### src/rtl/vga_rx_capture.sv
// vga_rx_capture: VGA timing receiver. Registers the sync/valid/data pins, measures
// the line and frame geometry, locks after two identical frames and then emits one
// (x, y, data) write strobe per active pixel for a frame buffer.
module vga_rx_capture #(
    parameter int DATA_W     = 24,
    parameter int CW         = 11,
    parameter int MIN_HTOTAL = 100,
    parameter int MIN_VTOTAL = 10
) (
    input  logic              pclk,
    input  logic              reset,
    input  logic              hsync_in,
    input  logic              vsync_in,
    input  logic              valid_in,
    input  logic [DATA_W-1:0] data_in,
    output logic              pix_we,
    output logic [9:0]        pix_x,
    output logic [9:0]        pix_y,
    output logic [DATA_W-1:0] pix_data,
    output logic              frame_start,
    output logic              locked,
    output logic              err,
    output logic [CW-1:0]     h_total,
    output logic [CW-1:0]     h_active,
    output logic [CW-1:0]     v_total,
    output logic [CW-1:0]     v_active
);

    localparam logic [CW-1:0] CMAX  = '1;
    localparam logic [CW-1:0] MIN_H = CW'(MIN_HTOTAL);
    localparam logic [CW-1:0] MIN_V = CW'(MIN_VTOTAL);

    typedef enum logic [1:0] {ST_SEARCH, ST_MEASURE, ST_VERIFY, ST_LOCKED} state_t;

    state_t state, state_nx;

    // input stage A plus stage B delay for edge detection
    logic              hs_a, hs_b, vs_a, vs_b, vld_a, vld_b;
    logic [DATA_W-1:0] dat_a;

    // running counters
    logic [CW-1:0] lcnt, acnt, rcnt, arcnt;
    // last completed line length / last non-empty line's valid count in this frame
    logic [CW-1:0] lline, lact;
    // snapshot of the previous frame
    logic [CW-1:0] s_h, s_a, s_v, s_va;

    logic          hfall, vfall, vld_fall;
    logic [CW-1:0] lcnt_nx, acnt_nx, rcnt_eff, arcnt_eff, line_eff, act_eff;
    logic          sat_any, h_bad, v_bad, frame_eq, geom_ok, lock_ok;
    logic          err_nx, latch_s, publish;

    function automatic logic [CW-1:0] sat_inc(input logic [CW-1:0] v);
        return (v == CMAX) ? v : v + 1'b1;
    endfunction

    assign hfall    = hs_b & ~hs_a;
    assign vfall    = vs_b & ~vs_a;
    assign vld_fall = vld_b & ~vld_a;

    // counter next values; the "eff" terms fold in a same-cycle hsync/valid event so
    // the frame-level check at vsync fall sees the hsync update first
    always_comb begin
        lcnt_nx   = hfall ? CW'(1) : sat_inc(lcnt);
        if (hfall)
            acnt_nx = vld_a ? CW'(1) : '0;
        else
            acnt_nx = vld_a ? sat_inc(acnt) : acnt;
        rcnt_eff  = hfall ? sat_inc(rcnt) : rcnt;
        arcnt_eff = vld_fall ? sat_inc(arcnt) : arcnt;
        line_eff  = hfall ? lcnt : lline;
        act_eff   = (hfall && acnt != '0) ? acnt : lact;
        sat_any   = (lcnt == CMAX) | (acnt == CMAX) | (rcnt == CMAX) | (arcnt == CMAX);
        h_bad     = hfall && ((lcnt != h_total) || (acnt != '0 && acnt != h_active));
        v_bad     = vfall && ((rcnt_eff != v_total) || (arcnt_eff != v_active));
        frame_eq  = (line_eff == s_h) && (act_eff == s_a) &&
                    (rcnt_eff == s_v) && (arcnt_eff == s_va);
        geom_ok   = (line_eff >= MIN_H) && (rcnt_eff >= MIN_V);
        lock_ok   = frame_eq && geom_ok && !sat_any;
    end

    // state register
    always_ff @(posedge pclk or posedge reset) begin
        if (reset) state <= ST_SEARCH;
        else       state <= state_nx;
    end

    // next-state logic
    always_comb begin
        state_nx = state;
        case (state)
            ST_SEARCH:  if (vfall) state_nx = ST_MEASURE;
            ST_MEASURE: if (vfall) state_nx = ST_VERIFY;
            ST_VERIFY:  if (vfall && lock_ok) state_nx = ST_LOCKED;
            ST_LOCKED:  if (h_bad || v_bad || sat_any) state_nx = ST_SEARCH;
            default:    state_nx = ST_SEARCH;
        endcase
    end

    // FSM outputs: error pulse request, snapshot latch, publish of measurements
    always_comb begin
        err_nx  = 1'b0;
        latch_s = 1'b0;
        publish = 1'b0;
        case (state)
            ST_MEASURE: latch_s = vfall;
            ST_VERIFY: begin
                if (vfall) begin
                    if (lock_ok) begin
                        publish = 1'b1;
                    end else begin
                        latch_s = 1'b1;
                        err_nx  = !geom_ok;
                    end
                end
            end
            ST_LOCKED:  err_nx = h_bad | v_bad | sat_any;
            default: ;
        endcase
    end

    assign locked = (state == ST_LOCKED);

    // input sampling stages
    always_ff @(posedge pclk or posedge reset) begin
        if (reset) begin
            hs_a  <= 1'b0;
            hs_b  <= 1'b0;
            vs_a  <= 1'b0;
            vs_b  <= 1'b0;
            vld_a <= 1'b0;
            vld_b <= 1'b0;
            dat_a <= '0;
        end else begin
            hs_a  <= hsync_in;
            hs_b  <= hs_a;
            vs_a  <= vsync_in;
            vs_b  <= vs_a;
            vld_a <= valid_in;
            vld_b <= vld_a;
            dat_a <= data_in;
        end
    end

    // geometry counters and frame snapshot
    always_ff @(posedge pclk or posedge reset) begin
        if (reset) begin
            lcnt  <= '0;
            acnt  <= '0;
            rcnt  <= '0;
            arcnt <= '0;
            lline <= '0;
            lact  <= '0;
            s_h   <= '0;
            s_a   <= '0;
            s_v   <= '0;
            s_va  <= '0;
        end else begin
            lcnt  <= lcnt_nx;
            acnt  <= acnt_nx;
            rcnt  <= vfall ? '0 : rcnt_eff;
            arcnt <= vfall ? '0 : arcnt_eff;
            lline <= vfall ? '0 : line_eff;
            lact  <= vfall ? '0 : act_eff;
            if (latch_s) begin
                s_h  <= line_eff;
                s_a  <= act_eff;
                s_v  <= rcnt_eff;
                s_va <= arcnt_eff;
            end
        end
    end

    // registered outputs: pixel strobe, coordinates, pulses and published geometry
    always_ff @(posedge pclk or posedge reset) begin
        if (reset) begin
            pix_we      <= 1'b0;
            pix_x       <= '0;
            pix_y       <= '0;
            pix_data    <= '0;
            frame_start <= 1'b0;
            err         <= 1'b0;
            h_total     <= '0;
            h_active    <= '0;
            v_total     <= '0;
            v_active    <= '0;
        end else begin
            // gate with next state so a strobe never appears without locked
            pix_we      <= vld_a && (state_nx == ST_LOCKED);
            pix_x       <= hfall ? '0 : acnt[9:0];
            pix_y       <= arcnt[9:0];
            pix_data    <= dat_a;
            frame_start <= vfall;
            err         <= err_nx;
            if (publish) begin
                h_total  <= line_eff;
                h_active <= act_eff;
                v_total  <= rcnt_eff;
                v_active <= arcnt_eff;
            end
        end
    end

endmodule

### config.mk
export PLATFORM = sky130hd
export DESIGN_NAME = vga_rx_capture
export DESIGN_NICKNAME = d
export VERILOG_FILES = /design/src/rtl/vga_rx_capture.sv
export SDC_FILE = /design/constraint.sdc
export NUM_CORES = 1
export LEC_CHECK = 0
export ABC_CLOCK_PERIOD_IN_PS = 7650
export BUFFER_PORTS_ARGS = -buffer_cell sky130_fd_sc_hd__buf_2
export CORE_AREA = 2 2 142 144
export DETAILED_ROUTE_END_ITERATION = 6
export DIE_AREA = 0 0 144 146
export HOLD_SLACK_MARGIN = 0.03
export PLACE_DENSITY = 0.79
export SKIP_LAST_GASP = 1
export SLEW_MARGIN = 30
export SYNTH_ARGS = -nofsm -noshare
export SYNTH_HDL_FRONTEND = slang
export SYNTH_SLANG_ARGS = --single-unit
export TNS_END_PERCENT = 30
### constraint.sdc
create_clock -name pclk -period 7.65 [get_ports pclk]
set_clock_uncertainty 0.1 [all_clocks]
set_input_delay 0.3825 -clock pclk [delete_from_list [all_inputs] [get_ports pclk]]
set_output_delay 0.3825 -clock pclk [all_outputs]
set_load 0.005 [all_outputs]
==> results of run 1 <==
worst paths after layout:
| kind | slack, ns | endpoint | from | cells past startpoint |
|---|---|---|---|---|
| setup reg to reg | 2.87 | v_total[10] | hs_a | 11 |
| hold reg to reg | 0.25 | pix_data[8] | dat_a[8] | 0 |
| hold / removal | 0.25 | pix_data[8] | dat_a[8] | 0 |
| max in group asynchronous | 5.74 | pix_x[3] | reset | 4 |
| setup / recovery | 2.87 | v_total[10] | hs_a | 11 |
| min in group asynchronous | 0.44 | dat_a[16] | reset | 3 |
layer usage:
layer  up-vias  share of wire (%)  wire (um)
met3        67                6.2       1781
met4         0                3.5       1009
met1      4185                 44      12420
met5         -                  0          0
li1       3835                  -          -
met2       331                 47      13310
cell usage in the layout, fill, tap and decap left out, drive strengths merged, types with 27 or more instances in the layout:
cell type	n
nor2	64
nand2	66
clkbuf	32
a21oi	32
o21ai	79
dlygate4sd3	28
dfrtp	233
and2	27
buf	130
xnor2	54
xor2	36
inv	46
mux2i	28
mux2	51
flip-flops by register name, indices dropped and copies added (netlist names), 2 cells and up:
| register | flops |
|---|---|
| acnt | 11 |
| arcnt | 11 |
| dat_a | 24 |
| h_active | 11 |
| h_total | 11 |
| lact | 11 |
| lcnt | 11 |
| lline | 11 |
| pix_data | 24 |
| pix_x | 10 |
| pix_y | 10 |
| rcnt | 11 |
| s_a | 11 |
| s_h | 11 |
| s_v | 11 |
| s_va | 11 |
| state | 2 |
| v_active | 11 |
| v_total | 11 |
per-stage QoR:
step                      hold WS (ns)  util [%]  area (um2)
after detailed placement        0.2347     60.23       11640
after global placement          0.2312     60.23       11640
final                           0.2475     65.88       12740
after CTS                       0.2441     65.84       12730
after global routing            0.2519     65.88       12740
after floorplan                 0.2312         -       10880
logic make-up (layout without fill, tap and decap cells):
group                    count (synthesis)  after routing  share of synthesized area, %
AO/OA/AOI/OAI                          206            206                         12.69
XOR/XNOR                                90             90                         7.244
adder cells (fa/ha/maj)                  9              9                         1.035
buffers and inverters                  105            247                         3.967
flip-flops                             233            233                         53.58
multiplexers                            79             79                         7.853
AND/OR/NAND/NOR                        288            288                         13.63
repair_timing:
item	4_1_cts	5_1_grt
hold endpoints to repair	131	0
hold buffers	28	0
resized for setup	0	0
cell type report:
type	instances	area [um2]
clock buffer	32	680.7
timing repair buffer	158	959.7
sequential	233	5831
fill	1505	6598
inverter	46	180.2
multi-input combinational	672	4629
tap	265	331.6
clock inverter	11	125.1
power by group:
| part | total (W) | leakage (nW) | switching [W] | internal, W |
|---|---|---|---|---|
| sequential | 0.00140 | 3.10 | 0.0000939 | 0.00131 |
| clock | 0.00119 | 0.394 | 0.000495 | 0.000694 |
| combinational | 0.000497 | 2.64 | 0.000279 | 0.000218 |
==> metrics, run 1 <==
Max-slew headroom between 30% and 40%; vias 8,418; Post-synth EDFFs 0; global route total overflow 0; count leader, synth dfrtp_1; Placed Cells 1,346; initial antenna violation count 0; status finished, final reports clean; clock-pin slew on the worst setup and hold paths 0.06 ns; register bit total from synthesis 233; Post-synth top cells dfrtp_1, o21ai_0, nand2_1; met1 Resource Use GR 39.75%; io pins 121; die span in y 146 um; Async SR Flop Fraction 100.0%; Clock Latency Late Sink 0.54 ns; Avg Cell Area, Syn 10.77 um2; vias per cell a little under 6; Area Growth Syn to Fin 17.05%; worst-path fanout max 34; Worst Path Buf+Inv 2; area leader, netlist dfrtp_1; gr usage total between 20% and 30%; total CTS buffers 24; Setup WS post-layout 2.874 ns; power density cells 242.6 mW/mm2; HPWL Detailed 19.26 mm; crit path cell chain nand2b_1 > buf_4 > nand2_1 > or4_1 > a311oi_1 > nand4_1 > nor4_1 > nand4_1 > buf_4 > or2_1 > o21ai_0; CTS Buffer Depth 3; vias in the first global route roughly 8,500; post-CTS setup buffers 0; Crit path max-delay family simple AND/OR/NAND/NOR gates; post-route ant nets 0; Leak 6.131 nW; Post-Place Setup Slack about 3.0 ns; ranking of synthesized cells by area dfrtp_1, mux2_2, xnor2_1, o21ai_0, xor2_1; post-synthesis sequential area ratio a little over half; final cell count without fillers 1,417; placer's final routability congestion estimate 0.9378; WL/cell 20.12 um; Setup-failing EPs final 0; RSZ-0062 raised after global routing false; Peak supply drop 202.2 uV; die area about 0.021 mm2; pin count of the biggest net entering global routing 107; slowest stage delay, CP about 0.54 ns; Critical Path RT 7.97 ns; maxcap violations 0; Final Cycle Share 62.43%; Mapped Nets 1,048; H-tree levels 1; Final Max Slew Viols 0; DR iter-0 viols 661; layout cell share with drive strength beyond 1 20.57%; 1st-pass router iterations 5; clk sinks 233; # rows slightly above 50; met3 Track Usage GR 4.508%; Warnings, synthesis 0; M2 GR Usage 43.60%; Setup crit start kind register; Remaining DRCs 0; kind of end point of the critical path register; global-route wire length before repair between 40 and 50 mm; Yosys cell types 73; fmax 209.4 MHz; cell count after synthesis 1,010; WL final 28.51 mm; Root Buffer clkbuf_16; Fin Setup TNS 0 ns; Initial Utilization 56.28%; Die W ~140 um; Hold Fails Final Rpt 0; crit path time final about 4.8 ns; Final Total Pwr 0.003090 W; top cell type's share of synthesized area 53.58%; mapped cell area 0.01088 mm2; Hold Path Class register to register; n_diodes 0; arrival time worst endpoint 5.10 ns; GRT busiest layer met2; Core Box Area 0.01933 mm2; Port-buffer cells 120; Critical-path top delay cell nand2b_1; Synth Flop Type dfrtp_1; slew of the pin with the lowest slew margin 0.9743 ns; crit path kind register to register; nets@finish ~1,200; CTS tree built
(Power assumes the default switching activity.)
==> inputs of run 2 (changes only) <==
Settings changed: ABC_CLOCK_PERIOD_IN_PS 7650 to 4550.
Clock period 7.65 ns to 4.55 ns, I/O delays scaled along.
==> run 2 against run 1 <==
First-iteration DRC count increased by 10%. Via count increased by 1.1%. Register-to-register slack got worse by 2.5 ns. Largest cell class unchanged. Largest power group unchanged.
==> metrics, run 2 (synthesis gave the netlist of run 1 again) <==
gr usage total 27.12% (-0.84 points); kind of end point of the critical path register; clock-pin slew on the worst setup and hold paths 0.06 ns (about the same); Die W 144 um (unchanged); cts hold-fix bufs 28 (unchanged); Initial Utilization 56.28% (unchanged); Critical Path RT 4.87 ns (-3.10 ns); power density cells 417.8 mW/mm2 (+72%); Final Cycle Share 91.63% (+29 points); Setup-failing EPs final 0 (unchanged); die span in y 146 um (unchanged); Regs by FF count dat_a: 24 flops, pix_data: 24 flops; global route total overflow 0 (unchanged); Final Max Slew Viols 0 (unchanged); Clock Latency Late Sink 0.53 ns (about the same); WL/cell 19.55 um (-2.9%); layout cell share with drive strength beyond 1 21.89% (+1.3 points); vias in the first global route 8,430 (-1.0%); crit path kind register to register; HPWL Detailed 19.11 mm (-0.74%); arrival time worst endpoint 4.49 ns (-0.61 ns); total CTS buffers 25 (+4.2%); CTS Buffer Depth 3 (unchanged); commonest non-fill, non-tap cells in the layout dfrtp_1, buf_2, o21ai_0; Core Box Area 0.01933 mm2 (unchanged); Leak 6.279 nW (+2.4%); nets@finish 1,194 (+1.8%); slew of the pin with the lowest slew margin 0.8206 ns (-0.1537 ns); Port-buffer cells 120 (unchanged); clk sinks 233 (unchanged); vias 8,507 (+1.1%); Setup crit start kind register; 1st-pass router iterations 5 (unchanged); Peak supply drop 391.2 uV (+93%); Area Growth Syn to Fin 19.55%; die area 0.02102 mm2 (unchanged); Root Buffer clkbuf_16; global-route wire length before repair 44.88 mm (-2.9%); n_diodes 0 (unchanged); maxcap violations 0 (unchanged); vias per cell 5.912 (-0.49%); Fin Setup TNS 0 ns (unchanged); pin count of the biggest net entering global routing 147 (+37%); Max-slew headroom 45.29% (+11 points); worst-path fanout max 24 (-29%); WL final 28.13 mm (-1.4%); commonest non-fill, non-tap cell in the layout dfrtp_1; H-tree levels 1 (unchanged); crit path time final 4.169 ns (-0.6066 ns); CTS tree built; status finished, final reports clean; post-CTS setup buffers 0 (unchanged); Remaining DRCs 0 (unchanged); Final Total Pwr 0.005435 W (+76%); initial antenna violation count 0 (unchanged); Hold Fails Final Rpt 0 (unchanged); placer's final routability congestion estimate 0.9856 (+5.1%); DR iter-0 viols 730 (+10%); # rows 51 (unchanged); fmax 239.9 MHz (+15%); Resized cells post-CTS 0 (unchanged); io pins 121 (unchanged); Hold Path Class input port to async pin; post-route ant nets 0 (unchanged); RSZ-0062 raised after global routing false
[run 2: layout make-up]
type	count	area, um2
timing repair buffer	178	1131
clock buffer	33	695.7
sequential	233	5831
fill	1458	6326
clock inverter	12	216.5
tap	265	331.6
multi-input combinational	672	4627
inverter	46	176.4
[run 2: per-stage QoR]
stage               utilization [%]  cells  hold slack (ns)  setup slack, ns  cell area, um2
finish                        67.28   1439           0.2221           0.3808           13010
global route                  67.28   1439           0.2351          0.06563           13010
floorplan                         -   1010           0.1589           0.9424           10890
detailed placement            61.11   1366           0.1829           0.3649           11820
CTS                           67.28   1439           0.1920           0.3684           13010
global placement              61.11   1366           0.1772           0.4892           11820
[run 2: worst paths after layout]
path,start,endpoint,slack (ns),depth (start not counted)
setup / recovery,acnt[1],h_active[3],0.38,11
hold / removal,reset,dat_a[3],0.22,3
setup reg to reg,acnt[1],h_active[3],0.38,11
hold reg to reg,dat_a[7],pix_data[7],0.25,0
max in group asynchronous,reset,acnt[0],2.94,4
min in group pclk,valid_in,vld_a,0.23,2
[run 2: critical path: stages (launching register included)]
cell	delay (ns)
dfrtp_1	0.47
inv_1	0.14
ha_1	0.18
or4b_1	0.56
o41ai_4	0.44
a22oi_2	0.16
a2111o_1	0.45
nor4_2	0.31
nand4_1	0.17
buf_4	0.26
or2_1	0.51
o21ai_0	0.31
[run 2: per-layer routing]
metal,vias to the layer above,track usage (%),part of all wire [%]
met5,-,0,0
met4,0,9.118,3.2
met3,76,4.640,7.6
met2,359,42.45,47
met1,4204,38.59,42
li1,3868,-,-
[run 2: power by group]
| part | switching, W | total, W | leakage [nW] | internal, W |
|---|---|---|---|---|
| logic | 0.000469 | 0.000848 | 2.73 | 0.000378 |
| registers | 0.000151 | 0.00235 | 3.10 | 0.00220 |
| clock network | 0.000820 | 0.00223 | 0.447 | 0.00141 |
| total | 0.00144 | 0.00544 | 6.28 | 0.00399 |
==> inputs of run 3 (changes only) <==
Settings changed: ABC_CLOCK_PERIOD_IN_PS 4550 to 4400, GPL_ROUTABILITY_DRIVEN from default to 0, GPL_TIMING_DRIVEN from default to 0.
Clock period 4.55 ns to 4.4 ns, I/O delays scaled along.
==> run 3 against run 2 <==
Non-clock buffer count grew 46. Final cell count rose by 3.1%. Register-to-register slack got worse by 0.26 ns. Clock power is 7% lower. First-iteration DRC count up 9.2%. Total power increased by 0.50%. Via count is 3.5% higher. Hold slack lost 0.026 ns. Routed wire length grew 6.1%. Combinational power grew 17%. Global-route usage up 1.3 points.
==> metrics, run 3 (synthesis gave the netlist of run 1 again) <==
total CTS buffers 24 (-4.0%); initial antenna violation count 0 (unchanged); Die W 144 um (unchanged); arrival time worst endpoint 4.58 ns (+0.09 ns); Crit. Startpoint vld_a; Port-buffer cells 120 (unchanged); nets@finish 1,239 (+3.8%); Critical Path RT 4.70 ns (-0.17 ns); Final Total Pwr 0.005463 W (+0.50%); Root Buffer clkbuf_16; vias per cell 5.937 (+0.43%); Peak supply drop 371.0 uV (-5.2%); io pins 121 (unchanged); post-route ant nets 0 (unchanged); GRT busiest layer met2; gr usage total 28.44% (+1.3 points); 1st-pass router iterations 6 (+1); R2R Path Start vld_a; DR iter-0 viols 797 (+9.2%); R2R cell count 10 (-1); Hold Path Class input port to async pin; power density cells 411.6 mW/mm2 (-1.5%); global route total overflow 0 (unchanged); Setup-failing EPs final 0 (unchanged); fmax 233.7 MHz (-2.6%); CTS Buffer Depth 3 (unchanged); Regs by FF count dat_a: 24 flops, pix_data: 24 flops; Core Box Area 0.01933 mm2 (unchanged); Leak 6.354 nW (+1.2%); H-tree levels 1 (unchanged); die span in y 146 um (unchanged); Max-slew headroom 33.57% (-12 points); status finished, final reports clean; WL final 29.85 mm (+6.1%); # rows 51 (unchanged); RR Endpoint h_active[2]; global-route wire length before repair 46.75 mm (+4.2%); layout cell share with drive strength beyond 1 21.59% (-0.30 points); crit path time final 4.280 ns (+0.1104 ns); Final Max Slew Viols 0 (unchanged); die area 0.02102 mm2 (unchanged); slew of the pin with the lowest slew margin 0.9888 ns (+0.1682 ns); worst-path fanout max 10 (-58%); pin count of the biggest net entering global routing 34 (-77%); vias 8,805 (+3.5%); Setup crit start kind register; met3 Track Usage GR 6.055% (+1.4 points); Final Cycle Share 97.26% (+5.6 points); Hold Fails Final Rpt 0 (unchanged); Clock Latency Late Sink 0.53 ns (about the same); Area Growth Syn to Fin 21.96%; Initial Utilization 56.28% (unchanged); WL/cell 20.13 um (+3.0%); Placed Area 0.01204 mm2 (+1.9%); commonest non-fill, non-tap cell in the layout dfrtp_1; met1 Resource Use GR 39.54% (+0.95 points); crit path kind register to register; clock-pin slew on the worst setup and hold paths 0.06 ns (about the same); M2 GR Usage 44.12% (+1.7 points); vias in the first global route 8,661 (+2.7%); Critical Path Sink h_active[2]; reg2reg setup slack 0.12 ns (-0.26 ns); clk sinks 233 (unchanged); maxcap violations 0 (unchanged); commonest non-fill, non-tap cells in the layout dfrtp_1, buf_2, o21ai_0; Remaining DRCs 0 (unchanged); CTS tree built; HPWL Detailed 21.04 mm (+10%); kind of end point of the critical path register; fin area 0.01327 mm2 (+2.0%); Post-Route Utilization 68.64% (+1.4 points); n_diodes 0 (unchanged)
## run 3: worst max-delay path, stage by stage, from the launching register on
cell	delay [ns]
dfrtp_1	0.58
nand2b_1	0.24
clkbuf_1	0.21
o41ai_2	0.82
xnor2_1	0.21
o21ai_0	0.15
nor4_2	0.51
nand4_1	0.38
nor2_4	0.31
buf_4	0.27
mux2_2	0.35
## run 3: power by group
| group | switching, W | internal [W] |
|---|---|---|
| combinational | 0.000565 | 0.000425 |
| clock | 0.000830 | 0.00124 |
| sequential | 0.000122 | 0.00228 |
| total | 0.00152 | 0.00395 |
## run 3: through the flow
| stage | TNS (ns) | setup slack, ns | hold slack (ns) | instances |
|---|---|---|---|---|
| 3_5_place_dp | -5.382 | -0.1974 | 0.1940 | 1404 |
| 2_1_floorplan | 0 | 0.7924 | 0.1514 | 1010 |
| 6_report | 0 | 0.1204 | 0.1960 | 1483 |
| 3_3_place_gp | -63.87 | -0.3923 | 0.2272 | 1395 |
| 4_1_cts | 0 | 0.01620 | 0.1925 | 1475 |
| 5_1_grt | -0.1069 | -0.02471 | 0.2255 | 1483 |
## run 3: cell type report
| type | count | area, um2 |
|---|---|---|
| fillers | 1464 | 6063 |
| inverters | 46 | 176.4 |
| repair buffers | 165 | 1164 |
| well taps | 265 | 331.6 |
| clock inverters | 7 | 101.3 |
| clock buffers | 36 | 715.7 |
| multi-input cells | 672 | 4688 |
| plain buffers | 59 | 264.0 |
| flip-flops and latches | 233 | 5831 |
## run 3: timing repair
| item | in CTS | in global routing |
|---|---|---|
| gates cloned | 0 | 0 |
| setup buffers | 0 | 8 |
| hold buffers | 28 | 0 |
| endpoints found under the setup margin | 61 | 82 |
| pin swaps | 0 | 4 |
| resized for setup | 3 | 15 |
| endpoints found under the hold margin | 97 | 0 |
## run 3: worst min path at each step
| stage | start | to | cells past startpoint |
|---|---|---|---|
| 3_3_place_gp | data_in[3] | dat_a[3] | 1 |
| 2_1_floorplan | data_in[0] | dat_a[0] | 0 |
| 4_1_cts | reset | dat_a[6] | 3 |
| 6_report | reset | dat_a[6] | 3 |
| 5_1_grt | data_in[6] | dat_a[6] | 2 |
| 3_5_place_dp | reset | dat_a[6] | 2 |
## run 3: layer usage
layer / part of all wire, % / wire length [um]
met4: 3.8 / 1149
met3: 9.0 / 2680
met5: 0 / 0
met2: 46 / 13810
met1: 41 / 12210
